[src/rtl/result_serial_tx_if.sv]
// rtl/result_serial_tx_if.sv - result capture input and serial valid/ready output bundle
interface result_serial_tx_if #(
  parameter int DATA_W = 8
);
  logic [DATA_W-1:0] result_in;
  logic              result_valid;
  logic              tx_ready;
  logic              tx_bit;
  logic              tx_valid;
  logic              tx_last;

  modport master (
    output result_in, result_valid, tx_ready,
    input  tx_bit, tx_valid, tx_last
  );

  modport slave (
    input  result_in, result_valid, tx_ready,
    output tx_bit, tx_valid, tx_last
  );
endinterface

[src/rtl/result_serial_tx.sv]
// rtl/result_serial_tx.sv - result FIFO feeding an MSB-first serial framer with inter-frame gap
// Optional even-parity trailer bit: RESULT_SERIAL_TX_PARITY_EN
module result_serial_tx #(
  parameter int DATA_W  = 8,
  parameter int DEPTH   = 4,
  parameter int GAP_CYC = 1
) (
  input  logic                   clk,
  input  logic                   rst,
  result_serial_tx_if.slave      bus,
  input  logic                   overflow_clr,
  output logic                   busy,
  output logic [$clog2(DEPTH):0] fifo_count,
  output logic                   overflow
);

  localparam int PTR_W = $clog2(DEPTH);
  localparam int CW    = PTR_W + 1;
`ifdef RESULT_SERIAL_TX_PARITY_EN
  localparam int FRAME_W = DATA_W + 1;
`else
  localparam int FRAME_W = DATA_W;
`endif
  localparam int BC_W = $clog2(FRAME_W + 1);
  localparam logic [BC_W-1:0] LAST_IDX = BC_W'(FRAME_W - 1);
  localparam logic [BC_W-1:0] PEN_IDX  = BC_W'(FRAME_W - 2);
  localparam logic [3:0]      GAP_LAST = 4'(GAP_CYC - 1);
  localparam logic [CW-1:0]   FULL_CNT = CW'(DEPTH);

  typedef enum logic [1:0] {
    S_IDLE,
    S_LOAD,
    S_SHIFT,
    S_GAP
  } state_t;

  state_t              state;
  logic [DATA_W-1:0]   mem [DEPTH];
  logic [PTR_W-1:0]    wr_ptr;
  logic [PTR_W-1:0]    rd_ptr;
  logic [FRAME_W-1:0]  shreg;
  logic [BC_W-1:0]     bit_cnt;
  logic [3:0]          gap_cnt;
  logic                tx_valid_r;
  logic                tx_last_r;
  logic                push;
  logic                drop;
  logic                pop;
  logic [DATA_W-1:0]   head;
  logic [FRAME_W-1:0]  head_frame;

  // Fullness is judged on the pre-edge count, so a same-cycle pop never makes room.
  assign push = bus.result_valid && (fifo_count != FULL_CNT);
  assign drop = bus.result_valid && (fifo_count == FULL_CNT);
  assign pop  = (state == S_LOAD);
  assign head = mem[rd_ptr];

`ifdef RESULT_SERIAL_TX_PARITY_EN
  assign head_frame = {head, ^head};
`else
  assign head_frame = head;
`endif

  always_ff @(posedge clk) begin
    if (push) begin
      mem[wr_ptr] <= bus.result_in;
    end
  end

  always_ff @(posedge clk) begin
    if (rst) begin
      wr_ptr     <= '0;
      rd_ptr     <= '0;
      fifo_count <= '0;
      overflow   <= 1'b0;
    end else begin
      if (push) begin
        wr_ptr <= wr_ptr + 1'b1;
      end
      if (pop) begin
        rd_ptr <= rd_ptr + 1'b1;
      end
      case ({push, pop})
        2'b10:   fifo_count <= fifo_count + 1'b1;
        2'b01:   fifo_count <= fifo_count - 1'b1;
        default: fifo_count <= fifo_count;
      endcase
      if (drop) begin
        overflow <= 1'b1;
      end else if (overflow_clr) begin
        overflow <= 1'b0;
      end
    end
  end

  always_ff @(posedge clk) begin
    if (rst) begin
      state      <= S_IDLE;
      shreg      <= '0;
      bit_cnt    <= '0;
      gap_cnt    <= '0;
      tx_valid_r <= 1'b0;
      tx_last_r  <= 1'b0;
    end else begin
      case (state)
        S_IDLE: begin
          if (fifo_count != '0) begin
            state <= S_LOAD;
          end
        end
        S_LOAD: begin
          shreg      <= head_frame;
          bit_cnt    <= '0;
          tx_valid_r <= 1'b1;
          tx_last_r  <= 1'b0;
          state      <= S_SHIFT;
        end
        S_SHIFT: begin
          if (bus.tx_ready) begin
            shreg   <= {shreg[FRAME_W-2:0], 1'b0};
            bit_cnt <= bit_cnt + 1'b1;
            if (bit_cnt == LAST_IDX) begin
              tx_valid_r <= 1'b0;
              tx_last_r  <= 1'b0;
              gap_cnt    <= '0;
              if (GAP_CYC > 0) begin
                state <= S_GAP;
              end else if (fifo_count != '0) begin
                state <= S_LOAD;
              end else begin
                state <= S_IDLE;
              end
            end else begin
              tx_last_r <= (bit_cnt == PEN_IDX);
            end
          end
        end
        S_GAP: begin
          gap_cnt <= gap_cnt + 1'b1;
          if (gap_cnt == GAP_LAST) begin
            state <= S_IDLE;
          end
        end
        default: state <= S_IDLE;
      endcase
    end
  end

  assign bus.tx_bit   = shreg[FRAME_W-1];
  assign bus.tx_valid = tx_valid_r;
  assign bus.tx_last  = tx_last_r;
  assign busy         = (state != S_IDLE) || (fifo_count != '0);

endmodule

[src/flat_wrapper.sv]
// flat-port wrapper written by rule: the top's interface ports become plain ports
module result_serial_tx_flat 
#(
  parameter int DATA_W  = 8,
  parameter int DEPTH   = 4,
  parameter int GAP_CYC = 1
)
  (clk, rst, overflow_clr, busy, fifo_count, overflow, bus_result_in, bus_result_valid, bus_tx_ready, bus_tx_bit, bus_tx_valid, bus_tx_last);
  result_serial_tx_if #(.DATA_W(DATA_W)) bus_i ();
  input  logic clk;
  input  logic rst;
  input  logic overflow_clr;
  output logic busy;
  output logic [$clog2(DEPTH):0] fifo_count;
  output logic overflow;
  input wire logic [$bits(bus_i.result_in)-1:0] bus_result_in;
  input wire logic [$bits(bus_i.result_valid)-1:0] bus_result_valid;
  input wire logic [$bits(bus_i.tx_ready)-1:0] bus_tx_ready;
  output wire logic [$bits(bus_i.tx_bit)-1:0] bus_tx_bit;
  output wire logic [$bits(bus_i.tx_valid)-1:0] bus_tx_valid;
  output wire logic [$bits(bus_i.tx_last)-1:0] bus_tx_last;
  assign bus_i.result_in = bus_result_in;
  assign bus_i.result_valid = bus_result_valid;
  assign bus_i.tx_ready = bus_tx_ready;
  assign bus_tx_bit = bus_i.tx_bit;
  assign bus_tx_valid = bus_i.tx_valid;
  assign bus_tx_last = bus_i.tx_last;
  result_serial_tx #(.DATA_W(DATA_W), .DEPTH(DEPTH), .GAP_CYC(GAP_CYC)) u_core (.clk(clk), .rst(rst), .bus(bus_i), .overflow_clr(overflow_clr), .busy(busy), .fifo_count(fifo_count), .overflow(overflow));
endmodule
[config.mk]
export PLATFORM = sky130hd
export DESIGN_NAME = result_serial_tx_flat
export DESIGN_NICKNAME = d
export VERILOG_FILES = /design/src/rtl/result_serial_tx_if.sv /design/src/rtl/result_serial_tx.sv /design/src/flat_wrapper.sv
export SDC_FILE = /design/constraint.sdc
export NUM_CORES = 1
export LEC_CHECK = 0
export CORE_ASPECT_RATIO = 1.25
export CORE_MARGIN = 2
export CORE_UTILIZATION = 42
export DETAILED_ROUTE_END_ITERATION = 10
export RECOVER_POWER = 25
export SYNTH_ARGS = -nofsm -noshare
export SYNTH_HDL_FRONTEND = slang
export SYNTH_SLANG_ARGS = --single-unit
[constraint.sdc]
create_clock -name clk -period 1.75 [get_ports clk]
set_input_delay 0.2625 -clock clk [delete_from_list [all_inputs] [get_ports clk]]
set_output_delay 0.2625 -clock clk [all_outputs]
set_load 0.01 [all_outputs]
---- After elaboration in Yosys (flattened, before gate mapping) ----
Memory sizes are Yosys's and may differ from the RTL's. A register that Yosys moved wholly into a read port is not among the register bits.
Index checks and enable logic that the tools add are counted.
cells by class
  reductions and logical operators ........ 15
  $add $sub $neg .......................... 6
  mux-type cells .......................... 25
  equal/unequal tests ..................... 13
operator list
  operator                                               count
  case mux 4 bit (2 select lines)                        2
  case mux 8 bit (2 select lines)                        1
  2-to-1 mux 2 bit                                       6
  2-to-1 mux 4 bit                                       3
  nonzero test 2 bit                                     5
  adder 4 x 1 -> 4 bit, second input constant            2
  equality test 4 x 3 -> 1 bit, second input constant    2
  2-to-1 mux 1 bit                                       8
  2-to-1 mux 8 bit                                       1
  case mux 2 bit (4 select lines)                        1
  equality test 2 bit, second input constant             3
  inequality test 2 x 1 -> 1 bit, second input constant  3
  case mux 3 bit (2 select lines)                        1
  AND reduction 3 bit                                    2
  adder 2 x 1 -> 2 bit, second input constant            2
  equality test 2 x 1 -> 1 bit, second input constant    2
  zero test 4 bit                                        1
  case mux 1 bit (2 select lines)                        2
  AND reduction 4 bit                                    1
  adder 3 x 1 -> 3 bit, second input constant            1
  equality test 3 bit, second input constant             1
  inequality test 3 bit, second input constant           1
  nonzero test 3 bit                                     1
  subtractor 3 x 1 -> 3 bit, second input constant       1
  5 further kinds                                        6
word-level totals
  memories kept ........................... 1
  input port bits ......................... 13
  word-level logic and storage cells ...... 70
  register bits after elaboration ......... 28
  memory bits (writable) .................. 32
  output and inout bits ................... 8
memory list
  name        words  bits a word  read ports  clocked after memory_dff  write ports  RTL line                text
  u_core.mem  4      8            1           1                         1            result_serial_tx.sv:38  logic [DATA_W-1:0] mem [DEPTH];

---- Longest topological paths before layout ----
  word-level depth ........................ 4
  gate-level depth with buffers ........... 9
  depth with buffers taken out ............ 9

---- Worst setup path before layout ----
OpenSTA, ideal clock, no wires.
  kind .................................... reg-to-reg
  start ................................... register u_core.fifo_count[0]
  end ..................................... register u_core.fifo_count[2]
  buffers on the path ..................... 0
  setup time .............................. 0.070 ns
  data arrival time ....................... 1.846 ns
  stages on the path, launching flop included .. 10
  data required time ...................... 1.680 ns
  setup slack ............................. -0.166 ns
  period minus slack after synthesis ...... 1.916 ns
  cells stage by stage .................... dfxtp_1 -> nor2_1 -> a21boi_2 -> inv_1 -> ha_1 -> inv_1 -> fa_1 -> xor2_1 -> or3_1 -> a21oi_1
on the way
  longest elaborated chain between the ends .. 4
  elaborated cells between the ends (all ways) .. 8
  those cells by class .................... add/sub: 2; eq/ne: 3; mux: 1; reduce/logical: 2
RTL lines
  item                                                                          RTL line                text
  start: declaration                                                            result_serial_tx.sv:13  output logic [$clog2(DEPTH):0] fifo_count,
  start signal: assignment                                                      result_serial_tx.sv:84  2'b10: fifo_count <= fifo_count + 1'b1;
  start signal: assignment                                                      result_serial_tx.sv:85  2'b01: fifo_count <= fifo_count - 1'b1;
  start signal: assignment                                                      result_serial_tx.sv:86  default: fifo_count <= fifo_count;
  inequality test 3 bit                                                         result_serial_tx.sv:53  assign push = bus.result_valid && (fifo_count != FULL_CNT);
  logical AND 1 bit                                                             result_serial_tx.sv:53
  equality test 2 x 1 -> 1 bit / equality test 2 bit (equally long branches)    result_serial_tx.sv:83  case ({push, pop})
  case mux 3 bit (2 select lines) / nonzero test 2 bit (equally long branches)  n/a
Parallel ways exist; a longest one is shown, timed or not.
A chain may end at the register's enable or synchronous reset.

---- Worst setup path after layout ----
  start ................................... register u_core.fifo_count[1]
  end ..................................... register u_core.fifo_count[2]
The elaborated chain is that of the path after synthesis.

==> results.py <==
metrics = {
    "clocking": {
        "h-tree-depth": 3,
        "cts_tree": "done",
        "cts.clk_slew.worst_paths_ns": 0.07,
        "cts-root-buf": "clkbuf_8",
        "clock_latency_ns": 0.34,
        "cts_buffers": 9,
        "cts_buffer_depth": 2,
        "cts_sinks": 62,
    },
    "routing": {
        "wirelength_mm": 4.60,
        "vias_per_cell": 4.86,
        "vias": 1760,
        "drtIter0Drc": 102,
        "ant_nets": 0,
        "wl_per_cell_um": 12.7,
        "drc": 0,
        "first_pass_iters": 4,
    },
    "sta": {
        "layout_setup_ws_ns": -0.0689,
        "hold_violations": 0,
        "setup_viol": 1,
        "grt_setup_unrepaired": "yes",
        "timing.final.crit_share_pct": 104,
        "max-slew-margin-rel_pct": 74.7,
        "slew_viol_final": 0,
        "max_freq_mhz": 550,
        "worstMarginPinSlew_ns": 0.379,
        "fin_skew_ns": 0.00928,
        "tns_ns": -0.0689,
        "fin_crit_ns": 1.82,
    },
    "floorplanning": {
        "die_w_um": 75.8,
        "core_sq_um": 6210,
        "die_area_sq_um": 7110,
        "num_rows": 32,
        "initial_core_util_pct": 43.6,
        "ios": 21,
        "dieHeight_um": 93.8,
    },
    "cells_and_area": {
        "n_fill_cell": 535,
        "drive_above_1_share_pct": 27.8,
        "diodes": 0,
        "area_delta_synth_final_pct": 29.4,
        "nets": 300,
    },
    "global_routing": {
        "grt_use_total_pct": 15.2,
        "grt_pass1_vias": 1747,
        "grt_first_pass_wirelength_mm": 7.87,
        "antenna_found_initial": 0,
        "grt_max_degree": 15,
        "grt_overflow": 0,
    },
    "power_and_ir_drop": {
        "intPower_mw": 3.48,
        "p_per_area_nw_per_um2": 1450,
        "combPwrFrac_pct": 36.9,
        "power_frac_clock_pct": 24.6,
        "p_leak_nw": 1.31,
        "total_power_mw": 5.08,
        "seqPwrFrac_pct": 38.5,
        "swShare_pct": 31.6,
        "ir_drop_mv": 0.780,
        "net-switching-power_mw": 1.61,
    },
    "placed_design": {
        "gp_congestion": 0.754,
        "io_buffer_count": 20,
        "hpwl_mm": 3.24,
    },
    "critical_path": {
        "critical-path-max-stage-delay_ns": 0.35,
        "cp_max_fo": 2,
        "cp_slowest_cell": "dfxtp_4",
        "cp_cell_sequence": "nor2_4 > a21boi_4 > inv_1 > ha_2 > inv_2 > fa_2 > xor2_1 > or3_1 > a21oi_2",
        "ff2ff_setup_slack_ns": -0.07,
        "crit_path_start_kind": "flip-flop",
        "critPathArrivalTime_ns": 2.09,
        "setup.worst_path.class": "reg2reg",
        "endpoint_kind": "flip-flop",
        "worst-endpoint-required_ns": 2.03,
    },
    "synthesis": {
        "synth_cells": 216,
        "yosysWarnings": 0,
        "ys_seq_area_share_pct": 57.7,
        "syn_area_sq_um": 2710,
        "ys_seq_elements": 62,
        "avgSynthCellArea_sq_um": 12.5,
        "syn_nets": 244,
        "synth_cell_types": 40,
    },
    "hold_path": {
        "hold_path_class": "reg2reg",
    },
    "status": {
        "violations": "negative setup slack",
        "status": "finished, violations left",
    },
    "flow_run": {
        "max_cap_viol_count": 0,
    },
}
-- metal layers --
layer	wire length [um]	share of wire (%)	track usage [%]
met5	0	0	0
met4	78	1.7	7.89
met3	151	3.3	5.47
met2	2280	50	23.6
met1	2090	45	18.0
-- cells in the mapped netlist --
master / instances / area (sq um)
a2111oi_0: 1 / 8.76
a211oi_1: 8 / 60.1
a21boi_2: 1 / 11.3
a21o_1: 1 / 7.51
a21oi_1: 12 / 60.1
a21oi_2: 1 / 8.76
a221oi_2: 1 / 15.0
a22oi_1: 1 / 7.51
a31oi_1: 1 / 6.26
a32oi_1: 2 / 17.5
and2_1: 4 / 25.0
and4_1: 1 / 8.76
buf_2: 3 / 15.0
buf_4: 1 / 7.51
buf_6: 1 / 11.3
clkbuf_1: 4 / 15.0
dfxtp_1: 30 / 601
edfxtp_1: 32 / 961
fa_1: 1 / 20.0
ha_1: 14 / 175
inv_1: 15 / 56.3
mux2i_1: 9 / 90.1
mux4_2: 8 / 180
nand2_1: 8 / 30.0
nand2b_1: 2 / 12.5
nand3_1: 3 / 15.0
nand4b_2: 1 / 15.0
nor2_1: 28 / 105
nor2b_1: 2 / 12.5
nor2b_4: 1 / 13.8
nor3_1: 3 / 15.0
nor4b_1: 1 / 8.76
o21ai_0: 4 / 20.0
o32ai_1: 2 / 17.5
or2b_1: 1 / 7.51
or3_1: 1 / 6.26
or3b_1: 1 / 8.76
or4_1: 1 / 7.51
xnor2_1: 2 / 17.5
xor2_1: 3 / 26.3
-- cells in the final DEF, fill, tap and decap left out, types with 8 or more instances in the layout --
cell / count
a211oi_1: 8
a21oi_1: 11
inv_1: 12
clkdlybuf4s50_1: 12
nand2_1: 8
mux2i_1: 9
ha_1: 11
clkbuf_8: 9
mux4_2: 8
nor2_1: 27
dfxtp_1: 26
buf_4: 32
edfxtp_1: 32
-- cell type report --
class | count | area (sq um) | share of cell area (%)
well taps | 85 | 106 | 3.04
flip-flops and latches | 62 | 1570 | 44.9
clock buffers | 9 | 124 | 3.54
repair buffers | 54 | 475 | 13.6
inverters | 15 | 56.3 | 1.61
clock inverters | 7 | 73.8 | 2.11
multi-input cells | 130 | 1100 | 31.3
-- final timing paths --
check,from,depth (start not counted),to
worst min register to register,u_core.bus.tx_last,2,u_core.bus.tx_last
worst min-delay path,u_core.bus.tx_last,2,u_core.bus.tx_last
worst max-delay path,u_core.fifo_count[1],9,u_core.fifo_count[2]
worst max register to register,u_core.fifo_count[1],9,u_core.fifo_count[2]
-- power groups by stage --
| stage | Sequential [mW] | Clock (mW) | Combinational (mW) |
|---|---|---|---|
| after global placement | 1.97 | 0 | 1.81 |
| after detailed placement | 1.98 | 0 | 1.84 |
| after global routing | 1.99 | 1.35 | 2.10 |
| after floorplan | 1.98 | 0 | 1.12 |
| after CTS | 1.96 | 1.28 | 1.88 |
| final | 1.96 | 1.25 | 1.88 |
-- per-stage QoR --
stage | cells | hold WS [ns] | instance area [sq um] | utilization [%] | setup WS, ns
after detailed placement | 344 | 0.447 | 3270 | 52.7 | -0.348
final | 362 | 0.449 | 3500 | 56.5 | -0.0689
after global routing | 362 | 0.491 | 3500 | 56.5 | -0.139
after global placement | 344 | 0.439 | 3270 | 52.7 | -0.298
after floorplan | 216 | 0.361 | 2750 | - | -0.0204
after CTS | 361 | 0.455 | 3490 | 56.3 | -0.0696
-- sequential cells by signal, summed over array words and instances, names as in the netlist, named ones only --
name,flops
u_core.shreg,8
u_core.overflow,1
u_core.bus.tx_valid,1
u_core.gap_cnt,4
u_core.wr_ptr,2
u_core.mem,32
u_core.rd_ptr,2
u_core.state,2
u_core.bus.tx_last,1
u_core.fifo_count,3
u_core.bit_cnt,4
-- cell families (layout without fill, tap and decap cells) --
logic type	count (synthesis)	count (layout)	share of synthesized area [%]
simple gates	58	58	10.8
buf+inv	24	85	3.88
xor+xnor	5	5	1.62
fa+ha+maj	15	15	7.21
mux	17	17	9.98
compound gates	35	35	8.87
flops	62	62	57.7
-- critical path, delay by kind of cell (launching register included) --
| kind | cells | cell delay [ns] |
|---|---|---|
| and+or+nand+nor | 2 | 0.47 |
| adders and majority gates | 2 | 0.50 |
| DFF | 1 | 0.35 |
| xor gates and xnor gates | 1 | 0.16 |
| AOI/OAI and AO/OA | 2 | 0.18 |
| buffers and inverters | 2 | 0.09 |
-- timing repair --
action | CTS | global route
pin swaps | 2 | 2
resized for setup | 8 | 5
buffers inserted | 1 | 1
setup endpoints to repair | 3 | 5
hold buffers | 0 | 0
No activity file was read; power rests on OpenSTA's default activity.
